## src/rtl/mdu_pkg.sv

```systemverilog
// Shared MDU definitions: op codes also decoded by the control unit, and the
// iteration FSM state encoding.
package mdu_pkg;

    localparam logic [3:0] MDU_default = 4'd0;
    localparam logic [3:0] MDU_mult    = 4'd1;
    localparam logic [3:0] MDU_multu   = 4'd2;
    localparam logic [3:0] MDU_div     = 4'd3;
    localparam logic [3:0] MDU_divu    = 4'd4;
    localparam logic [3:0] MDU_mthi    = 4'd5;
    localparam logic [3:0] MDU_mtlo    = 4'd6;

    typedef enum logic [1:0] {
        ST_IDLE = 2'd0,
        ST_CALC = 2'd1,
        ST_FIX  = 2'd2
    } mdu_state_e;

    function automatic logic mdu_is_signed(input logic [3:0] op);
        return (op == MDU_mult) || (op == MDU_div);
    endfunction

endpackage

```

## src/rtl/mdu_step.sv

```systemverilog
// One radix-2 iteration on unsigned magnitudes: shift-add multiply step or
// restoring-divide step. acc is the upper half, wrk the multiplier/quotient.
module mdu_step #(
    parameter int W = 32
) (
    input  logic         is_div_i,
    input  logic [W-1:0] acc_i,
    input  logic [W-1:0] wrk_i,
    input  logic [W-1:0] m_i,
    output logic [W-1:0] acc_o,
    output logic [W-1:0] wrk_o
);

    logic [W:0] sum;
    logic [W:0] shifted;
    logic [W:0] diff;
    logic       fits;

    always_comb begin
        sum     = {1'b0, acc_i} + (wrk_i[0] ? {1'b0, m_i} : '0);
        shifted = {acc_i, wrk_i[W-1]};
        diff    = shifted - {1'b0, m_i};
        // The partial remainder stays below the divisor, so a set top bit
        // of the difference can only mean the trial subtraction borrowed.
        fits    = ~diff[W];
        if (is_div_i) begin
            acc_o = fits ? diff[W-1:0] : shifted[W-1:0];
            wrk_o = {wrk_i[W-2:0], fits};
        end else begin
            acc_o = sum[W:1];
            wrk_o = {sum[0], wrk_i[W-1:1]};
        end
    end

endmodule

```

## src/rtl/mdu_iter.sv

```systemverilog
// Iterative multiply/divide unit with HI/LO registers, W+2 cycle latency.
// Optional MDU_DIV0_EXC_EN: divide by zero raises div0_exc instead of computing.
module mdu_iter
    import mdu_pkg::*;
#(
    parameter int W = 32
) (
    input  logic         clk,
    input  logic         rst_n,
    input  logic         start,
    input  logic [3:0]   op,
    input  logic [W-1:0] a,
    input  logic [W-1:0] b,
    output logic         busy,
    output logic         done,
    output logic [W-1:0] hi,
`ifdef MDU_DIV0_EXC_EN
    output logic [W-1:0] lo,
    output logic         div0_exc
`else
    output logic [W-1:0] lo
`endif
);

    localparam int CW = $clog2(W);

    mdu_state_e   state_q;
    logic [CW-1:0] cnt_q;
    logic [W-1:0] hi_q, lo_q;
    logic [W-1:0] acc_q, wrk_q, m_q;
    logic         is_div_q, neg_q, neg_rem_q, div0_q;
    logic         busy_q, done_q;

    logic         a_neg, b_neg, is_div_op, is_iter_op, b_zero, launch;
    logic [W-1:0] a_mag, b_mag;
    logic [W-1:0] acc_d, wrk_d;
    logic [2*W-1:0] prod, prod_fix;
    logic [W-1:0] quo_fix, rem_fix, hi_d, lo_d;

    always_comb begin
        a_neg      = mdu_is_signed(op) && a[W-1];
        b_neg      = mdu_is_signed(op) && b[W-1];
        a_mag      = a_neg ? -a : a;
        b_mag      = b_neg ? -b : b;
        is_div_op  = (op == MDU_div) || (op == MDU_divu);
        is_iter_op = is_div_op || (op == MDU_mult) || (op == MDU_multu);
        b_zero     = (b == '0);
`ifdef MDU_DIV0_EXC_EN
        launch     = start && is_iter_op && !(is_div_op && b_zero);
`else
        launch     = start && is_iter_op;
`endif
    end

    mdu_step #(.W(W)) u_step (
        .is_div_i (is_div_q),
        .acc_i    (acc_q),
        .wrk_i    (wrk_q),
        .m_i      (m_q),
        .acc_o    (acc_d),
        .wrk_o    (wrk_d)
    );

    // Sign correction on the finished magnitudes; remainder follows the dividend.
    always_comb begin
        prod     = {acc_q, wrk_q};
        prod_fix = neg_q ? -prod : prod;
        quo_fix  = div0_q ? '1 : (neg_q ? -wrk_q : wrk_q);
        rem_fix  = neg_rem_q ? -acc_q : acc_q;
        hi_d     = is_div_q ? rem_fix : prod_fix[2*W-1:W];
        lo_d     = is_div_q ? quo_fix : prod_fix[W-1:0];
    end

`ifdef MDU_DIV0_EXC_EN
    logic div0_exc_q;
    always_ff @(posedge clk) begin
        if (!rst_n) begin
            div0_exc_q <= 1'b0;
        end else begin
            div0_exc_q <= (state_q == ST_IDLE) && start && is_div_op && b_zero;
        end
    end
    assign div0_exc = div0_exc_q;
`endif

    always_ff @(posedge clk) begin
        if (!rst_n) begin
            state_q   <= ST_IDLE;
            cnt_q     <= '0;
            hi_q      <= '0;
            lo_q      <= '0;
            acc_q     <= '0;
            wrk_q     <= '0;
            m_q       <= '0;
            is_div_q  <= 1'b0;
            neg_q     <= 1'b0;
            neg_rem_q <= 1'b0;
            div0_q    <= 1'b0;
            busy_q    <= 1'b0;
            done_q    <= 1'b0;
        end else begin
            done_q <= 1'b0;
            case (state_q)
                ST_IDLE: begin
                    if (start && op == MDU_mthi) hi_q <= a;
                    if (start && op == MDU_mtlo) lo_q <= a;
                    if (launch) begin
                        acc_q     <= '0;
                        wrk_q     <= is_div_op ? a_mag : b_mag;
                        m_q       <= is_div_op ? b_mag : a_mag;
                        is_div_q  <= is_div_op;
                        neg_q     <= a_neg ^ b_neg;
                        neg_rem_q <= a_neg;
                        div0_q    <= is_div_op && b_zero;
                        cnt_q     <= '0;
                        busy_q    <= 1'b1;
                        state_q   <= ST_CALC;
                    end
                end
                ST_CALC: begin
                    acc_q <= acc_d;
                    wrk_q <= wrk_d;
                    cnt_q <= cnt_q + 1'b1;
                    if (cnt_q == CW'(W - 1)) state_q <= ST_FIX;
                end
                ST_FIX: begin
                    hi_q    <= hi_d;
                    lo_q    <= lo_d;
                    busy_q  <= 1'b0;
                    done_q  <= 1'b1;
                    state_q <= ST_IDLE;
                end
                default: state_q <= ST_IDLE;
            endcase
        end
    end

    assign busy = busy_q;
    assign done = done_q;
    assign hi   = hi_q;
    assign lo   = lo_q;

endmodule

```

## config.mk

```make
export PLATFORM = sky130hd
export DESIGN_NAME = mdu_iter
export DESIGN_NICKNAME = d
export VERILOG_FILES = /design/src/rtl/mdu_pkg.sv /design/src/rtl/mdu_step.sv /design/src/rtl/mdu_iter.sv
export SDC_FILE = /design/constraint.sdc
export NUM_CORES = 1
export LEC_CHECK = 0
export ABC_AREA = 1
export BUFFER_PORTS_ARGS = -buffer_cell sky130_fd_sc_hd__buf_2
export CORE_MARGIN = 10
export CORE_UTILIZATION = 37
export DETAILED_ROUTE_END_ITERATION = 16
export PLACE_DENSITY = 0.66
export SLEW_MARGIN = 5
export SYNTH_ARGS = -nofsm -noshare
export SYNTH_HDL_FRONTEND = slang
export SYNTH_SLANG_ARGS = --single-unit
```

## constraint.sdc

```tcl
create_clock -name clk -period 4.2 [get_ports clk]
set_input_delay 0.21 -clock clk [delete_from_list [all_inputs] [get_ports clk]]
set_output_delay 0.21 -clock clk [all_outputs]
set_load 0.02 [all_outputs]
```

==> summary.md <==
| Metric | Value |
|---|---|
| Hold Fails Final Rpt | `0` |
| Status | `finished, final reports clean` |
| Chip width | `240.4 um` |
| Synthesis-stage register bit count | `173` |
| Worst Path Arrival | `3.75 ns` |
| Max_slew headroom | `0.2837` |
| Clk buf depth | `2` |
| Sink Count | `173` |
| R2R cell count | `14` |
| Final Cycle Share | `0.7996` |
| Drt wl/cell | `20.02 um` |
| Post-synth ARST share | `0` |
| RSZ-0062 raised after global routing | `false` |
| Dpl hpwl | `61,500 um` |
| Cell area after synthesis | `17,970 um^2` |
| Met3 Resource Use GR | `0.07053` |
| Initial antenna violation count | `5` |
| Critical path launch point type | `flip-flop` |
| Cell Pwr Density | `268.7 nW/um^2` |
| Leak | `9.943 nW` |
| CP Class | `reg -> reg` |
| Remaining DRCs | `0` |
| Placed Instance Area | `19,110 um^2` |
| Flop2flop setup slack | `0.84 ns` |
| Max Freq | `297.8 MHz` |
| Tightest Hold Check Type | `in -> reg` |
| Vias per std cell | `5.612` |
| Fill cells | `5,372` |
| Most common cell after layout, fill and taps aside | `nand2_1` |
| Worst R2R Start | `acc_q[21]` |
| Most frequent cells in the layout | `929 x nand2_1, 462 x inv_1, 368 x nand3_1, 262 x nor2_1, 254 x o21ai_0` |
| Top-area cell type share of the netlist area | `0.1940` |
| Post-cts sizing count | `0` |
| First-pass GRT wire length | `117,300 um` |
| Crit path required time | `4.59 ns` |
| Largest net degree at the start of global routing | `102` |
| Root buffer cell | `clkbuf_16` |
| Fin. max-slew vios | `0` |
| Synth unique cells | `57` |
| Die Area | `57,790 um^2` |
| Post-CTS Hold Buffers | `1` |
| ANT nets after route | `0` |
| Setup violators final | `0` |
| Layout cells sized above 1 | `0.08087` |
| Top FF cell, synth | `dfxtp_1` |
| Final setup TNS | `0 ns` |
| Fin nets | `3,445` |
| Finished Core Util | `0.4118` |
| Vias in the first global route | `19,830` |
| Row count | `80` |
| Peak supply drop | `0.0003143 V` |
| Postcts setup bufs | `0` |
| Syn nets | `3,390` |
| R2R Path End | `acc_q[18]` |
| Avg Synthesized Cell Area | `5.535 um^2` |
| Sequential-to-total area share from yosys stat | `0.1927` |
| H-Tree Depth | `4` |
| Worst-Margin Slew | `1.073 ns` |
| Clk slew on worst S/H paths | `0.08 ns` |
| CTS tree | `built` |
| CP max FO | `34` |
| Met1 Use GR | `0.3503` |
| Hold_sp | `a[3]` |
| Ranking of synthesized cells by area | `nand2_1 19%, dfxtp_1 19%, nand3_1 10%` |
| Clock latency on the worst-skew pair | `0.48 ns` |
| YS warnings | `0` |
| Hold Path Sink | `lo[3]` |
| Critical Path End Type | `flip-flop` |
| Vias | `22,050` |
| First-pass iteration count of the detailed router | `7` |
| Tmin final | `3.358 ns` |
| Initial DRC Count | `2,933` |
| Routability Congestion | `1.040` |
| Tot Pwr | `5.294 mW` |
| Die span in y | `240.4 um` |
| Max cap viols | `0` |
| GR peak layer | `met2` |
| Area growth, synth to finish | `9.614%` |
| Leading area contributor after synthesis | `nand2_1` |
| Post-route cell area | `19,700 um^2` |
| Post-Syn Instances | `3,247` |
| IO buf count | `136` |
| Final wirelength | `78,660 um` |
| Post-synth EDFFs | `0` |
| Worst Hold Path Cells | `3` |
| GR Util All Layers | `0.2640` |
| Post-Route Skew | `0.01107 ns` |
| Boundary Pins | `137` |
| Gr ovfl total | `0` |
| Placeable Area | `47,850 um^2` |
| M2 GR Usage | `0.3908` |
| Initial Util | `0.3757` |
| Ant. Diodes | `0` |
| Num CTS Buffers | `17` |
[Yosys cell counts (all sizes together), types with 2 or more instances]
library cell	n
a21boi	2
o211ai	28
clkbuf	81
a21oi	244
o221ai	8
nand2	941
nand3b	18
and2	4
nor4	3
a31oi	25
a21o	7
ha	70
nand3	370
xnor2	14
fa	2
or2	13
o2111ai	2
buf	49
o31ai	12
clkinv	2
dfxtp	173
a22oi	3
inv	470
o21ai	281
xor2	39
a221oi	2
nor3	44
a211oi	2
nor2	280
o21bai	5
nand4	47
[critical path, stage by stage (launching register included)]
cell     delay (ns)
dfxtp_1        0.73
ha_1           0.40
nand2_1        0.13
inv_1          0.08
nand2_1        0.07
nand2_1        0.10
inv_1          0.07
nand2_1        0.08
a21oi_4        0.24
nand3_4        0.38
nand2_2        0.55
nand3_1        0.14
nand3_1        0.11
nand2_1        0.06
a21oi_1        0.12
[sequential cells by signal (all words and copies together) (netlist names), 2 cells and up]
signal / cells
lo: 32
cnt_q: 5
state_q: 2
hi: 32
wrk_q: 32
acc_q: 32
m_q: 32
[per-stage QoR]
| step | cells | setup slack [ns] | hold slack (ns) |
|---|---|---|---|
| finish | 3929 | 0.8417 | 0.08089 |
| detailed placement | 3897 | 1.034 | 0.4553 |
| CTS | 3929 | 1.015 | 0.06588 |
| global placement | 3897 | 1.105 | 0.4510 |
| floorplan | 3247 | 1.721 | 0.3681 |
| global route | 3929 | 0.7197 | 0.1018 |
[worst max path at each step]
stage	startpoint	end	cells past startpoint
2_1_floorplan	wrk_q[0]	acc_q[29]	20
5_1_grt	wrk_q[31]	acc_q[31]	17
6_report	acc_q[21]	acc_q[18]	14
4_1_cts	wrk_q[31]	acc_q[18]	17
3_3_place_gp	wrk_q[31]	acc_q[28]	17
3_5_place_dp	wrk_q[31]	acc_q[18]	17
[power breakdown]
part | switching (mW) | internal (mW) | total [mW]
Combinational | 1.32 | 0.506 | 1.82
Sequential | 0.0848 | 1.70 | 1.78
Clock | 0.846 | 0.843 | 1.69
Total | 2.25 | 3.05 | 5.29
[metal layers]
layer  part of all wire  wire [um]
met5            0.00056         44
met3               0.12       9766
met1               0.41      32240
met4              0.045       3565
met2               0.42      33050
[layout make-up]
type | instances | area [um^2] | share of cell area
Inverter | 472 | 1772 | 0.08993
Tap cell | 615 | 769.5 | 0.03906
Clock inverter | 14 | 158.9 | 0.008066
Sequential cell | 173 | 3465 | 0.1759
Timing Repair Buffer | 166 | 908.4 | 0.04611
Multi-Input combinational cell | 2472 | 12200 | 0.6194
Clock buffer | 17 | 425.4 | 0.02159
[cells by family (layout without fill, tap and decap cells)]
family / after synthesis / in the layout / share of synthesized area
AND/OR/NAND/NOR: 1723 / 1723 / 0.4111
XOR/XNOR: 53 / 53 / 0.02583
flip-flops: 173 / 173 / 0.1927
adder cells (fa/ha/maj): 72 / 72 / 0.05096
AO/OA/AOI/OAI: 624 / 624 / 0.1903
buffers and inverters: 602 / 669 / 0.1292
(Power assumes the default switching activity.)
